$ cat src/rtl/snd_pkg.sv
// Shared types and constants for the cartridge expansion-audio DAC output stage.
package snd_pkg;

    localparam int GAIN_UNITY = 16;
    localparam int GAIN_W     = 5;
    localparam int SND_W      = 16;

    typedef enum logic [1:0] {
        S_ZERO   = 2'd0,
        S_UP     = 2'd1,
        S_STEADY = 2'd2,
        S_DOWN   = 2'd3
    } snd_ramp_t;

endpackage

$ cat src/rtl/snd_dac_out_sdm.sv
// First-order sigma-delta modulator: the carry out of a W-bit phase accumulator
// is the 1-bit output, so its ones-density equals din / 2^W.
module snd_sdm #(
    parameter int W = 16
) (
    input  logic         clk,
    input  logic         rst_n,
    input  logic [W-1:0] din,
    output logic         dout
);

    logic [W-1:0] r_acc;
    logic         r_dout;
    logic [W:0]   w_sum;

    assign w_sum = {1'b0, r_acc} + {1'b0, din};
    assign dout  = r_dout;

    // Accumulate every clock and register the carry as the output bit.
    always_ff @(posedge clk or negedge rst_n) begin
        if (!rst_n) begin
            r_acc  <= '0;
            r_dout <= 1'b0;
        end else begin
            r_acc  <= w_sum[W-1:0];
            r_dout <= w_sum[W];
        end
    end

endmodule

$ cat src/rtl/snd_dac_out.sv
// Mapper audio to 1-bit DAC pin: sample capture, pop-free gain ramp with mute,
// saturating scale, first-order IIR low-pass and sigma-delta conversion.
module snd_dac_out
    import snd_pkg::*;
#(
    parameter int W      = SND_W,
    parameter int LPF_SH = 4,
    parameter int DIV    = 32
) (
    input  logic              clk,
    input  logic              rst_n,
    input  logic [W-1:0]      snd_in,
    input  logic              snd_stb,
    input  logic [GAIN_W-1:0] vol,
    input  logic              mute,
    output logic              dac_out,
    output logic              muted,
    output logic              clip
);

    localparam int CNT_W = (DIV > 1) ? $clog2(DIV) : 1;
    localparam int AW    = W + LPF_SH;
    localparam int G_SH  = $clog2(GAIN_UNITY);

    // Saturate the one-bit-wider scaled value to full scale.
    function automatic logic [W-1:0] sat_u(input logic [W:0] v);
        return v[W] ? {W{1'b1}} : v[W-1:0];
    endfunction

    logic [W-1:0]        r_x;
    logic [CNT_W-1:0]    r_cnt;
    snd_ramp_t           r_state;
    snd_ramp_t           w_state_nxt;
    logic [GAIN_W-1:0]   r_g;
    logic [GAIN_W-1:0]   w_g_nxt;
    logic [GAIN_W-1:0]   w_g_up;
    logic [GAIN_W-1:0]   w_g_dn;
    logic [GAIN_W-1:0]   w_tgt;
    logic                w_tick;
    logic [W+GAIN_W-1:0] w_p;
    logic [W:0]          w_s_raw;
    logic [W-1:0]        w_s;
    logic [AW-1:0]       r_acc;
    logic [AW-1:0]       w_acc_nxt;
    logic [W-1:0]        w_y;
    logic                r_clip;

    assign w_tick = (r_cnt == CNT_W'(DIV - 1));
    assign w_tgt  = mute ? '0 : vol;
    assign w_g_up = r_g + 1'b1;
    assign w_g_dn = r_g - 1'b1;

    // Gain multiply with unity at GAIN_UNITY; the extra top bit flags overload.
    assign w_p     = {{GAIN_W{1'b0}}, r_x} * {{W{1'b0}}, r_g};
    assign w_s_raw = w_p[W+GAIN_W-1:G_SH];
    assign w_s     = sat_u(w_s_raw);

    // Leaky integrator: bounded because the leak term matches the input at steady state.
    assign w_acc_nxt = r_acc + AW'(w_s) - (r_acc >> LPF_SH);
    assign w_y       = r_acc[AW-1:LPF_SH];

    assign muted = (r_g == '0);
    assign clip  = r_clip;

    // Capture a new sample on each strobe.
    always_ff @(posedge clk or negedge rst_n) begin
        if (!rst_n) r_x <= '0;
        else if (snd_stb) r_x <= snd_in;
    end

    // Free-running tick divider.
    always_ff @(posedge clk or negedge rst_n) begin
        if (!rst_n) r_cnt <= '0;
        else if (w_tick) r_cnt <= '0;
        else r_cnt <= r_cnt + 1'b1;
    end

    // Ramp state and current gain.
    always_ff @(posedge clk or negedge rst_n) begin
        if (!rst_n) begin
            r_state <= S_ZERO;
            r_g     <= '0;
        end else begin
            r_state <= w_state_nxt;
            r_g     <= w_g_nxt;
        end
    end

    // One gain step toward the target per tick; landing on the target settles.
    always_comb begin
        w_state_nxt = r_state;
        w_g_nxt     = r_g;
        if (w_tick) begin
            case (r_state)
                S_ZERO: begin
                    if (w_tgt != '0) begin
                        w_g_nxt     = w_g_up;
                        w_state_nxt = S_UP;
                    end
                end
                default: begin
                    if (w_tgt > r_g) begin
                        w_g_nxt     = w_g_up;
                        w_state_nxt = (w_g_up == w_tgt) ? S_STEADY : S_UP;
                    end else if (w_tgt < r_g) begin
                        w_g_nxt     = w_g_dn;
                        w_state_nxt = (w_g_dn == '0)    ? S_ZERO :
                                      (w_g_dn == w_tgt) ? S_STEADY : S_DOWN;
                    end else begin
                        w_state_nxt = (r_g == '0) ? S_ZERO : S_STEADY;
                    end
                end
            endcase
        end
    end

    // Filter update and clip flag, both once per tick.
    always_ff @(posedge clk or negedge rst_n) begin
        if (!rst_n) begin
            r_acc  <= '0;
            r_clip <= 1'b0;
        end else begin
            r_clip <= w_tick & w_s_raw[W];
            if (w_tick) r_acc <= w_acc_nxt;
        end
    end

    snd_sdm #(.W(W)) u_sdm (
        .clk   (clk),
        .rst_n (rst_n),
        .din   (w_y),
        .dout  (dac_out)
    );

endmodule

$ cat config.mk
export PLATFORM = sky130hd
export DESIGN_NAME = snd_dac_out
export DESIGN_NICKNAME = d
export VERILOG_FILES = /design/src/rtl/snd_pkg.sv /design/src/rtl/snd_dac_out_sdm.sv /design/src/rtl/snd_dac_out.sv
export SDC_FILE = /design/constraint.sdc
export NUM_CORES = 1
export LEC_CHECK = 0
export CAP_MARGIN = 20
export CORE_ASPECT_RATIO = 0.75
export CORE_MARGIN = 3
export CORE_UTILIZATION = 55
export CTS_BUF_LIST = sky130_fd_sc_hd__clkbuf_2
export CTS_CLUSTER_SIZE = 12
export DETAILED_ROUTE_END_ITERATION = 8
export DONT_BUFFER_PORTS = 1
export GPL_TIMING_DRIVEN = 0
export PLACE_DENSITY_LB_ADDON = 0.1
export SYNTH_ARGS = -nofsm -noshare
export SYNTH_HDL_FRONTEND = slang
export SYNTH_HIERARCHICAL = 1
export SYNTH_SLANG_ARGS = --single-unit
$ cat constraint.sdc
create_clock -name clk -period 19.7 [get_ports clk]
set_input_delay 2.955 -clock clk [delete_from_list [all_inputs] [get_ports clk]]
set_output_delay 2.955 -clock clk [all_outputs]
set_load 0.02 [all_outputs]
==> key figures <==
Outcome
  • Status: finished, final reports clean

Pwr
  • Switching power: 0.673 mW
  • Cell Int Power: 0.645 mW
  • Gate power share: 0.769
  • Pleak: 3.65 nW
  • Clock network fraction of design power: 0.062
  • Final Total Pwr: 1.32 mW
  • Maximum VDD drop: 0.123 mV
  • Pwr per Cell Area: 173 mW/mm^2
  • Switching share of power: 0.511
  • Sequential Power Share: 0.169

Critical path
  • Worst path top cell family by delay: adder cells
  • Crit Path Max Fanout: 10
  • R2R setup slack: 11510 ps
  • Startpoint class of the critical path: register
  • WP depth: 26
  • WS Path Type: register to register
  • Reg-to-Reg End: r_acc[18]
  • Slowest-stage cell, CP: fa_1
  • WP buf/inv: 6
  • Crit end category: register
  • Crit path required time: 20110 ps
  • CP Capture Point: r_acc[18]
  • Crit path DAT: 8600 ps
  • Critical R2R Launch: r_g[2]
  • CP most frequent cell: fa_1
  • Worst path max stage delay: 550 ps
  • Critical path origin: r_g[2]
  • Worst R2R Path Depth: 26

Global route
  • Overall routing resource usage: 0.226
  • Vias in the first global route: 5739
  • Gr ovfl total: 0
  • Largest net degree at the start of global routing: 67
  • Initial antenna violation count: 0
  • First-pass GRT wire length: 27.6 mm

Layout
  • Synthesis-to-finish area growth: 4.28%
  • Fin cells: 977
  • Layout cells sized above 1: 0.0691
  • Inserted Diodes: 0
  • Fin nets: 963
  • Final Cell Area: 0.00762 mm^2
  • Commonest non-fill, non-tap cells in the layout: 84 x inv_1, 74 x ha_1, 67 x nand2_1
  • Commonest non-fill, non-tap cell in the layout: inv_1

STA
  • Final setup fails: 0
  • Unrepaired setup endpoints after global routing: false
  • Setup TNS: 0 ps
  • Clock Skews: 14.7 ps
  • Fin crit share: 0.416
  • Max-slew violations: 0
  • Final min period: 8190 ps
  • Slew @ Worst Pin: 746 ps
  • Relative slew slack: 0.503
  • Fmax: 122 MHz
  • Worst hold slack: 475 ps
  • Final hold violation count: 0

Detailed routing
  • Drt total wl: 15.9 mm
  • Iter 0 DRT Violations: 345
  • Residual DRC: 0
  • Vias per cell: 5.81
  • DRT antenna net count: 0
  • Via count: 5679
  • Drt wl/cell: 16.3 um
  • Drt pass-1 iters: 5

Clocking
  • Clock latency at the later pin of the worst-skew pair: 530 ps
  • Post-CTS Hold Fix Bufs: 0
  • H-tree Lvls: 3
  • CTS Buffer Depth: 2
  • Post-cts sizing count: 0
  • Post-CTS setup buffers: 0
  • CTS tree: done
  • Cts bufs inserted: 9
  • Clk root buf: clkbuf_2
  • Clock sinks: 66
  • Clk slew on worst S/H paths: 180 ps

Placed design
  • Gpl congestion: 0.921
  • Port bufs: 0
  • DP Area: 0.00751 mm^2
  • Placed insts: 961
  • DP HPWL: 12.7 mm

Hold path
  • Hold Path Origin: r_cnt[0]
  • Type of the worst min-delay path: register to register

Logic synthesis
  • Ys flop type: dfrtp_1
  • Post-synthesis cell type count: 67
  • Cells after Synth: 795
  • Yosys reg bits: 66
  • Sequential fraction of the synthesis area: 0.226
  • Area of the mapped netlist: 0.00730 mm^2
  • Syn Nets: 952
  • Ys Warns: 6
  • Number of synthesized flops with an enable pin: 0
  • Synth Area per Inst: 9.19 um^2
  • FFs w/ async S/R, synth: 1.00

Floorplan
  • Die W: 139 um
  • CORE AREA: 0.0126 mm^2
  • DIE HEIGHT: 106 um
  • Rows: 35
  • Starting Density: 0.579
  • Die footprint: 0.0147 mm^2
  • I/O Pins: 28

Job
  • Number of max-cap violations: 0
==> registers in the layout, summed over array words and instances, names as in the netlist <==
signal,flops
r_g,5
u_sdm/r_acc,16
r_x,16
r_state,2
clip,1
u_sdm/dout,1
r_cnt,5
r_acc,20
==> logic make-up after synthesis <==
group	share of synthesized area
fa+ha+maj	0.286
xor+xnor	0.0706
buf+inv	0.0570
mux	0.0403
compound gates	0.147
flops	0.226
simple gates	0.173
==> Yosys cell counts, types with 3 or more instances <==
library cell / number / share of area
inv_1: 84 / 0.043
ha_1: 74 / 0.13
nand2_1: 67 / 0.034
dfrtp_1: 66 / 0.23
and2_1: 59 / 0.051
fa_1: 58 / 0.16
a21oi_1: 49 / 0.034
nor2_1: 40 / 0.021
o21ai_0: 38 / 0.026
xnor2_1: 35 / 0.042
xor2_1: 22 / 0.026
clkbuf_1: 19 / 0.0098
mux2_2: 19 / 0.029
nor3_1: 16 / 0.011
nand3_1: 14 / 0.0096
a21o_1: 13 / 0.013
nand2b_1: 10 / 0.0086
mux2i_1: 8 / 0.011
nand4_1: 7 / 0.0060
nor2b_1: 7 / 0.0060
o31ai_1: 7 / 0.0072
a31oi_1: 6 / 0.0051
and3_1: 5 / 0.0043
o21a_1: 5 / 0.0051
o211ai_1: 4 / 0.0041
a21o_2: 3 / 0.0036
a31o_2: 3 / 0.0036
a32oi_1: 3 / 0.0036
o21ai_1: 3 / 0.0021
o22ai_1: 3 / 0.0026
or3_1: 3 / 0.0026
or4_1: 3 / 0.0031
==> area by class of cell <==
type                    count  area (um^2)
plain buffers              23          101
clock buffers              13         65.1
clock inverters             3         40.0
fillers                  1142         4990
inverters                  84          315
multi-input cells         622         5240
flip-flops and latches     66         1650
well taps                 166          208
==> metal layers <==
layer  global-route usage  wire length (um)  vias up
li1                     -                 -     2731
met1                0.339              8030     2837
met2                0.344              7220       95
met3               0.0408               538       16
met4               0.0461               148        0
met5                    0                 0        -
==> worst min path at each step <==
stage                     to  slack (ps)  cells past startpoint
floorplan           r_cnt[0]         420                      1
global placement    r_cnt[0]         440                      1
detailed placement  r_cnt[0]         450                      1
CTS                 r_cnt[0]         480                      1
global route        r_cnt[0]         500                      1
finish              r_cnt[0]         470                      1
==> metrics by stage <==
stage | utilization | worst slack (ps)
final | 0.604 | 11510
after global routing | 0.604 | 11080
after CTS | 0.604 | 11590
after detailed placement | 0.596 | 11630
after global placement | 0.596 | 11810
after floorplan | - | 12820
==> power groups by stage <==
| stage | logic, mW | clock network, mW | registers (mW) |
|---|---|---|---|
| 6_report | 1.01 | 0.0819 | 0.223 |
| 5_1_grt | 1.13 | 0.0906 | 0.231 |
| 3_3_place_gp | 0.954 | 0 | 0.225 |
| 2_1_floorplan | 0.810 | 0 | 0.214 |
| 3_5_place_dp | 0.994 | 0 | 0.227 |
| 4_1_cts | 1.00 | 0.0866 | 0.224 |
==> worst reg2reg max path, cell delays in order, from the launching register on <==
cell,delay [ps]
dfrtp_1,360
clkbuf_1,320
clkbuf_1,460
clkbuf_1,440
and2_1,220
fa_1,440
fa_1,550
inv_1,50
fa_1,530
inv_1,40
ha_1,370
a41oi_1,350
a31oi_4,70
nor2_2,360
o311ai_4,150
xnor2_2,440
buf_6,210
nand2_1,90
fa_1,460
ha_1,380
a2111oi_0,370
o21ai_0,260
a32oi_1,450
o21ai_0,200
o22ai_1,220
xor2_1,180
a21oi_1,80
No activity file was read; power rests on OpenSTA's default activity.
